`config.mk`:
```
export PLATFORM = sky130hd
export DESIGN_NAME = store_rmw_unit_flat
export DESIGN_NICKNAME = d
export VERILOG_FILES = /design/src/rtl/store_rmw_unit_pkg.sv /design/src/rtl/store_rmw_unit_if.sv /design/src/rtl/store_rmw_unit_lane_merge.sv /design/src/rtl/store_rmw_unit.sv /design/src/flat_wrapper.sv
export SDC_FILE = /design/constraint.sdc
export NUM_CORES = 1
export LEC_CHECK = 0
export CELL_PAD_IN_SITES_DETAIL_PLACEMENT = 0
export CELL_PAD_IN_SITES_GLOBAL_PLACEMENT = 1
export CORE_ASPECT_RATIO = 0.7
export CORE_MARGIN = 2
export CORE_UTILIZATION = 35
export CTS_CLUSTER_SIZE = 20
export DETAILED_ROUTE_END_ITERATION = 10
export GPL_ROUTABILITY_DRIVEN = 0
export PLACE_DENSITY_LB_ADDON = 0.1
export SETUP_SLACK_MARGIN = 0.15
export SLEW_MARGIN = 10
export SYNTH_ARGS = -nofsm -noshare
export SYNTH_HDL_FRONTEND = slang
export SYNTH_SLANG_ARGS = --single-unit
```
`constraint.sdc`:
```
create_clock -name clock -period 5.05 [get_ports clock]
set_clock_uncertainty 0.2 [all_clocks]
set_input_delay 1.01 -clock clock [delete_from_list [all_inputs] [get_ports clock]]
set_output_delay 1.01 -clock clock [all_outputs]
set_load 0.1 [all_outputs]
```
`src/rtl/store_rmw_unit_pkg.sv`:
```
// Shared types and helpers for the store read-modify-write unit.
// Optional build macro understood by this slice: STORE_ERR_STATUS_EN.
package store_pkg;

  typedef enum logic [1:0] {
    SZ_WORD = 2'b00,
    SZ_HALF = 2'b01,
    SZ_BYTE = 2'b10,
    SZ_RSVD = 2'b11
  } store_size_t;

  typedef enum logic [2:0] {
    IDLE  = 3'd0,
    RD    = 3'd1,
    MERGE = 3'd2,
    WR    = 3'd3,
    ERR   = 3'd4,
    RESP  = 3'd5
  } store_state_t;

  // Low byte-address bits that must be zero for a word access.
  localparam logic [1:0] WORD_ALIGN_MASK = 2'b11;

  function automatic logic is_misaligned(input store_size_t size, input logic [1:0] lane);
    case (size)
      SZ_WORD: return (lane & WORD_ALIGN_MASK) != 2'b00;
      SZ_HALF: return lane[0];
      SZ_BYTE: return 1'b0;
      default: return 1'b1;
    endcase
  endfunction

endpackage

```
`src/rtl/store_rmw_unit_if.sv`:
```
// Request and memory-port bundle between the datapath, the store unit and data memory.
// Optional build macro understood by this slice: STORE_ERR_STATUS_EN (adds no signals here).
interface store_rmw_unit_if #(
  parameter int ADDR_W = 32
);
  // Request handshake: a request transfers on a rising edge where req_valid && req_ready;
  // req_size/req_addr/req_data only matter on that edge, and done (with misaligned on
  // rejection) pulses for exactly one cycle when the accepted request has finished.
  logic              req_valid;
  logic              req_ready;
  logic [1:0]        req_size;
  logic [ADDR_W-1:0] req_addr;
  logic [31:0]       req_data;
  logic              done;
  logic              misaligned;
  logic [ADDR_W-1:0] mem_addr;
  logic              mem_wr;
  logic [31:0]       mem_wdata;
  logic [31:0]       mem_rdata;

  modport slave (
    input  req_valid, req_size, req_addr, req_data, mem_rdata,
    output req_ready, done, misaligned, mem_addr, mem_wr, mem_wdata
  );

  modport master (
    output req_valid, req_size, req_addr, req_data, mem_rdata,
    input  req_ready, done, misaligned, mem_addr, mem_wr, mem_wdata
  );
endinterface

```
`src/rtl/store_rmw_unit_lane_merge.sv`:
```
// Replaces the addressed byte or half of a memory word with new store data (little-endian).
// Optional build macro understood by this slice: STORE_ERR_STATUS_EN (unused here).
module store_lane_merge
  import store_pkg::*;
(
  input  logic [31:0] old_word,
  input  logic [31:0] new_data,
  input  store_size_t size,
  input  logic [1:0]  lane,
  output logic [31:0] merged
);

  always_comb begin
    merged = old_word;
    case (size)
      SZ_WORD: merged = new_data;
      SZ_HALF: merged[{lane[1], 4'b0000} +: 16] = new_data[15:0];
      SZ_BYTE: merged[{lane, 3'b000} +: 8] = new_data[7:0];
      default: merged = old_word;
    endcase
  end

endmodule

```
`src/rtl/store_rmw_unit.sv`:
```
// Store responder: direct word writes, read-modify-write for sb/sh, rejection of misaligned stores.
// Optional build macro: STORE_ERR_STATUS_EN adds err_addr/err_sticky error status outputs.
module store_rmw_unit
  import store_pkg::*;
#(
  parameter int RD_LAT = 1,
  parameter int ADDR_W = 32
) (
  input  logic          clock,
  input  logic          reset,
  store_rmw_unit_if.slave bus,
  output store_state_t  dbg_state
`ifdef STORE_ERR_STATUS_EN
  ,
  output logic [ADDR_W-1:0] err_addr,
  output logic              err_sticky
`endif
);

  localparam logic [1:0] LAST_CNT = 2'(RD_LAT - 1);

  store_state_t      state_q, state_d;
  logic [1:0]        cnt_q, cnt_d;
  store_size_t       size_q, size_d;
  logic [ADDR_W-1:0] addr_q, addr_d;
  logic [31:0]       data_q, data_d;
  logic [31:0]       rdata_q, rdata_d;
  logic [31:0]       wdata_q, wdata_d;
  logic              mem_wr_q, mem_wr_d;
  logic              done_q, done_d;
  logic              mis_q, mis_d;
  logic              err_flag_q, err_flag_d;
  logic              ready_q, ready_d;
`ifdef STORE_ERR_STATUS_EN
  logic [ADDR_W-1:0] err_addr_q, err_addr_d;
  logic              err_sticky_q, err_sticky_d;
`endif

  store_size_t req_size_t;
  logic        req_mis;
  logic [31:0] merged;

  assign req_size_t = store_size_t'(bus.req_size);
  assign req_mis    = is_misaligned(req_size_t, bus.req_addr[1:0]);

  store_lane_merge u_lane_merge (
    .old_word (rdata_q),
    .new_data (data_q),
    .size     (size_q),
    .lane     (addr_q[1:0]),
    .merged   (merged)
  );

  always_comb begin
    state_d    = state_q;
    cnt_d      = cnt_q;
    size_d     = size_q;
    addr_d     = addr_q;
    data_d     = data_q;
    rdata_d    = rdata_q;
    wdata_d    = wdata_q;
    err_flag_d = err_flag_q;
    mem_wr_d   = 1'b0;
    done_d     = 1'b0;
    mis_d      = 1'b0;
`ifdef STORE_ERR_STATUS_EN
    err_addr_d   = err_addr_q;
    err_sticky_d = err_sticky_q;
`endif
    case (state_q)
      IDLE: begin
        if (bus.req_valid) begin
          size_d     = req_size_t;
          addr_d     = bus.req_addr;
          data_d     = bus.req_data;
          err_flag_d = req_mis;
          cnt_d      = 2'd0;
`ifdef STORE_ERR_STATUS_EN
          err_addr_d   = req_mis ? bus.req_addr : '0;
          err_sticky_d = req_mis;
`endif
          if (req_mis) begin
            state_d = ERR;
          end else if (req_size_t == SZ_WORD) begin
            // Full words skip the read; the write strobe rises with the WR state.
            wdata_d  = bus.req_data;
            mem_wr_d = 1'b1;
            state_d  = WR;
          end else begin
            state_d = RD;
          end
        end
      end
      RD: begin
        if (cnt_q == LAST_CNT) begin
          rdata_d = bus.mem_rdata;
          state_d = MERGE;
        end else begin
          cnt_d = cnt_q + 2'd1;
        end
      end
      MERGE: begin
        wdata_d  = merged;
        mem_wr_d = 1'b1;
        state_d  = WR;
      end
      WR: begin
        done_d  = 1'b1;
        mis_d   = err_flag_q;
        state_d = RESP;
      end
      ERR: begin
        done_d  = 1'b1;
        mis_d   = err_flag_q;
        state_d = RESP;
      end
      RESP: state_d = IDLE;
      default: state_d = IDLE;
    endcase
    ready_d = (state_d == IDLE);
  end

  always_ff @(posedge clock or posedge reset) begin
    if (reset) begin
      state_q    <= IDLE;
      cnt_q      <= 2'd0;
      size_q     <= SZ_WORD;
      addr_q     <= '0;
      data_q     <= 32'd0;
      rdata_q    <= 32'd0;
      wdata_q    <= 32'd0;
      mem_wr_q   <= 1'b0;
      done_q     <= 1'b0;
      mis_q      <= 1'b0;
      err_flag_q <= 1'b0;
      ready_q    <= 1'b1;
`ifdef STORE_ERR_STATUS_EN
      err_addr_q   <= '0;
      err_sticky_q <= 1'b0;
`endif
    end else begin
      state_q    <= state_d;
      cnt_q      <= cnt_d;
      size_q     <= size_d;
      addr_q     <= addr_d;
      data_q     <= data_d;
      rdata_q    <= rdata_d;
      wdata_q    <= wdata_d;
      mem_wr_q   <= mem_wr_d;
      done_q     <= done_d;
      mis_q      <= mis_d;
      err_flag_q <= err_flag_d;
      ready_q    <= ready_d;
`ifdef STORE_ERR_STATUS_EN
      err_addr_q   <= err_addr_d;
      err_sticky_q <= err_sticky_d;
`endif
    end
  end

  // The memory address follows the captured request and therefore holds through IDLE.
  assign bus.mem_addr   = {addr_q[ADDR_W-1:2], 2'b00};
  assign bus.mem_wr     = mem_wr_q;
  assign bus.mem_wdata  = wdata_q;
  assign bus.req_ready  = ready_q;
  assign bus.done       = done_q;
  assign bus.misaligned = mis_q;
  assign dbg_state      = state_q;
`ifdef STORE_ERR_STATUS_EN
  assign err_addr   = err_addr_q;
  assign err_sticky = err_sticky_q;
`endif

endmodule

```
`src/flat_wrapper.sv`:
```
// flat-port wrapper written by rule: the top's interface ports become plain ports
module store_rmw_unit_flat import store_pkg::*;
#(
  parameter int RD_LAT = 1,
  parameter int ADDR_W = 32
)
  (clock, reset, dbg_state, bus_req_valid, bus_req_size, bus_req_addr, bus_req_data, bus_mem_rdata, bus_req_ready, bus_done, bus_misaligned, bus_mem_addr, bus_mem_wr, bus_mem_wdata);
  store_rmw_unit_if #(.ADDR_W(ADDR_W)) bus_i ();
  input  logic clock;
  input  logic reset;
  output store_state_t dbg_state;
  input wire logic [$bits(bus_i.req_valid)-1:0] bus_req_valid;
  input wire logic [$bits(bus_i.req_size)-1:0] bus_req_size;
  input wire logic [$bits(bus_i.req_addr)-1:0] bus_req_addr;
  input wire logic [$bits(bus_i.req_data)-1:0] bus_req_data;
  input wire logic [$bits(bus_i.mem_rdata)-1:0] bus_mem_rdata;
  output wire logic [$bits(bus_i.req_ready)-1:0] bus_req_ready;
  output wire logic [$bits(bus_i.done)-1:0] bus_done;
  output wire logic [$bits(bus_i.misaligned)-1:0] bus_misaligned;
  output wire logic [$bits(bus_i.mem_addr)-1:0] bus_mem_addr;
  output wire logic [$bits(bus_i.mem_wr)-1:0] bus_mem_wr;
  output wire logic [$bits(bus_i.mem_wdata)-1:0] bus_mem_wdata;
  assign bus_i.req_valid = bus_req_valid;
  assign bus_i.req_size = bus_req_size;
  assign bus_i.req_addr = bus_req_addr;
  assign bus_i.req_data = bus_req_data;
  assign bus_i.mem_rdata = bus_mem_rdata;
  assign bus_req_ready = bus_i.req_ready;
  assign bus_done = bus_i.done;
  assign bus_misaligned = bus_i.misaligned;
  assign bus_mem_addr = bus_i.mem_addr;
  assign bus_mem_wr = bus_i.mem_wr;
  assign bus_mem_wdata = bus_i.mem_wdata;
  store_rmw_unit #(.RD_LAT(RD_LAT), .ADDR_W(ADDR_W)) u_core (.clock(clock), .reset(reset), .bus(bus_i), .dbg_state(dbg_state));
endmodule
```
==> flow_metrics.tcl <==
set metrics [dict create \
    cts_inserted_buffers 17 \
    yosysTopAreaCell "dfrtp_1" \
    setup_viol_count_final 0 \
    clock_path_buffers 2 \
    seq_area_frac_synth_pct 50.5 \
    synth_seq_cells 140 \
    grt_pass1_vias 5483 \
    cpMaxStageDelayCell "clkdlybuf4s50_1" \
    path_delay_family "buffers and inverters" \
    crit_chain "clkdlybuf4s50_1" \
    hold_viol_final 0 \
    hp-class "register to register" \
    synthArstFlopShare_pct 100 \
    critPathMaxStageDelay_ps 1250 \
    initial_core_util_pct 35.4 \
    drive_gt1_share_pct 19.6 \
    drc 0 \
    slew_headroom_pct 31.4 \
    post_cts_resized 0 \
    dieHeight_um 122 \
    antenna_found_initial 0 \
    cp.arrival_ps 2330 \
    r2r_end "u_core.bus.mem_wdata[20]$_DFFE_PP0P_" \
    endpoint_kind "primary output" \
    hpwl_mm 13.6 \
    drtIter0Drc 491 \
    die-area_um2 21000 \
    clock_latency_ps 430 \
    layout_min_cycle_time_ps 3540 \
    setup_tns_ps 0 \
    multiInputGateArea_um2 2990 \
    regArea_um2 3500 \
    syn-cell-area_um2 6950 \
    period_share_pct 70.2 \
    vias 5426 \
    worst-path-buf-inv 1 \
    grt_use_total_pct 19.9 \
    final_nets 818 \
    postSynthAreaPerCell_um2 11.8 \
    crit_type "register to primary output" \
    crit_fanout 13 \
    ys_warn_count 0 \
    slew_viol_final 0 \
    worst_pin_slew_ps 1030 \
    diodes 0 \
    synth_top_flop_cell "dfrtp_1" \
    startpoint_type "register" \
    synth_area_leaders "dfrtp_1, mux2_2, buf_4" \
    coreArea_um2 19600 \
    synth_cell_type_count 45 \
    cp_data_required_time_ps 3840 \
    max_freq_ghz 0.282 \
    cts-root-buf "clkbuf_16" \
    grt_pass1_wl_mm 31.5 \
    post-cts-setup-buffer-count 0 \
    wirelength_mm 20.6 \
    r2r-start "u_core.addr_q[1]$_DFFE_PP0P_" \
    worst-path-stages 1 \
    htreeDepth 4 \
    dr.pass1.iters 6 \
    worst-r2r-setup-slack_ps 1830 \
    instances_no_fill 994 \
    rsz0062_at_grt "false" \
    postRouteAntennaNets 0 \
    synth_edf_count 0 \
    overflow 0 \
    ios 172 \
    crit_start "u_core.dbg_state[1]$_DFF_PP0_" \
    n_fill_cell 1792 \
    mostFrequentLayoutCell "clkdlybuf4s50_1" \
    die_w_um 172 \
    dpl.cell_count 962 \
    path_clk_slew_ps 60 \
    postSynthCellCount 588 \
    grt_max_degree 141 \
    final_cell_mix "clkdlybuf4s50_1, dfrtp_1, mux2_2" \
    vias_per_cell 5.46 \
    reg2reg_depth 6 \
    cts_tree "built" \
    status "completed" \
    post_drt_wl_per_cell_um 20.7 \
    rows 43 \
    postCtsHoldBufs 0 \
    cts_num_sinks 140 \
    portBuffers 169 \
    finish.utilization_pct 47.1 \
    endpoint "dbg_state[1]" \
    cap_violations 0 \
    synth_top_area_share_pct 50.1 \
    area_growth_pct 33.0 \
]
==> worst min-delay path by stage <==
stage                                          to  slack (ps)                     startpoint  depth (start not counted)
finish               u_core.addr_q[5]$_DFFE_PP0P_         290   u_core.addr_q[5]$_DFFE_PP0P_                          1
detailed placement  u_core.err_flag_q$_DFFE_PP0P_         270  u_core.err_flag_q$_DFFE_PP0P_                          1
global placement    u_core.err_flag_q$_DFFE_PP0P_         260  u_core.err_flag_q$_DFFE_PP0P_                          1
global route         u_core.addr_q[3]$_DFFE_PP0P_         310   u_core.addr_q[3]$_DFFE_PP0P_                          1
CTS                  u_core.addr_q[3]$_DFFE_PP0P_         290   u_core.addr_q[3]$_DFFE_PP0P_                          1
floorplan           u_core.err_flag_q$_DFFE_PP0P_         240  u_core.err_flag_q$_DFFE_PP0P_                          1
==> registers in the layout, summed over array words and instances (netlist names), 2 cells and up <==
| register | cells |
|---|---|
| u_core.cnt_q | 2 |
| u_core.size_q | 2 |
| u_core.dbg_state | 3 |
| u_core.data_q | 32 |
| u_core.rdata_q | 32 |
| u_core.addr_q | 32 |
| u_core.bus.mem_wdata | 32 |
==> cells by family (layout without fill, tap and decap cells) <==
family | count (synthesis) | count (layout) | synth area share, %
DFF | 140 | 140 | 50.5
buffers and inverters | 82 | 217 | 6.68
AOI/OAI and AO/OA | 164 | 164 | 17.4
muxes | 111 | 111 | 17.8
adders and majority gates | 6 | 6 | 1.08
other | 1 | 2 | 0.0540
and+or+nand+nor | 84 | 84 | 6.50
==> area by class of cell <==
type	count	share of cell area [%]
clock inverter	14	1.84
multi-input combinational	367	32.3
sequential	140	37.9
timing repair buffer	178	19.2
inverter	7	0.325
tap	270	3.66
clock buffer	18	4.75
==> per-stage QoR <==
stage	worst slack [ps]	instance area (µm²)	hold WS (ps)
finish	1510	9240	290
global route	1450	9240	312
CTS	1510	9240	293
detailed placement	1670	8630	275
global placement	1690	8630	259
floorplan	2090	6950	241
==> synth_stat cells (6+ instances only) <==
library cell,instances
dfrtp_1,139
mux2_2,92
buf_4,35
nand2_1,26
o21ai_0,23
o22ai_1,21
buf_2,20
nor2_1,20
a21o_1,18
clkbuf_1,17
a222oi_1,16
a21boi_0,15
a21oi_1,13
a221oi_1,13
o221ai_1,13
o22a_1,13
mux2i_1,12
nand3_1,11
o211ai_1,8
mux2_1,7
ha_1,6
inv_1,6
nor2b_1,6
==> per-layer routing <==
| layer | up-vias | wire length (µm) | global-route usage [%] |
|---|---|---|---|
| li1 | 2434 | - | - |
| met1 | 2750 | 9800 | 28.8 |
| met2 | 213 | 9080 | 29.8 |
| met3 | 29 | 1340 | 4.32 |
| met4 | 0 | 370 | 6.51 |
| met5 | - | 0 | 0 |
Power is not shown: default switching activity piles up to over one toggle a cycle in this logic, so the estimate is an artifact.
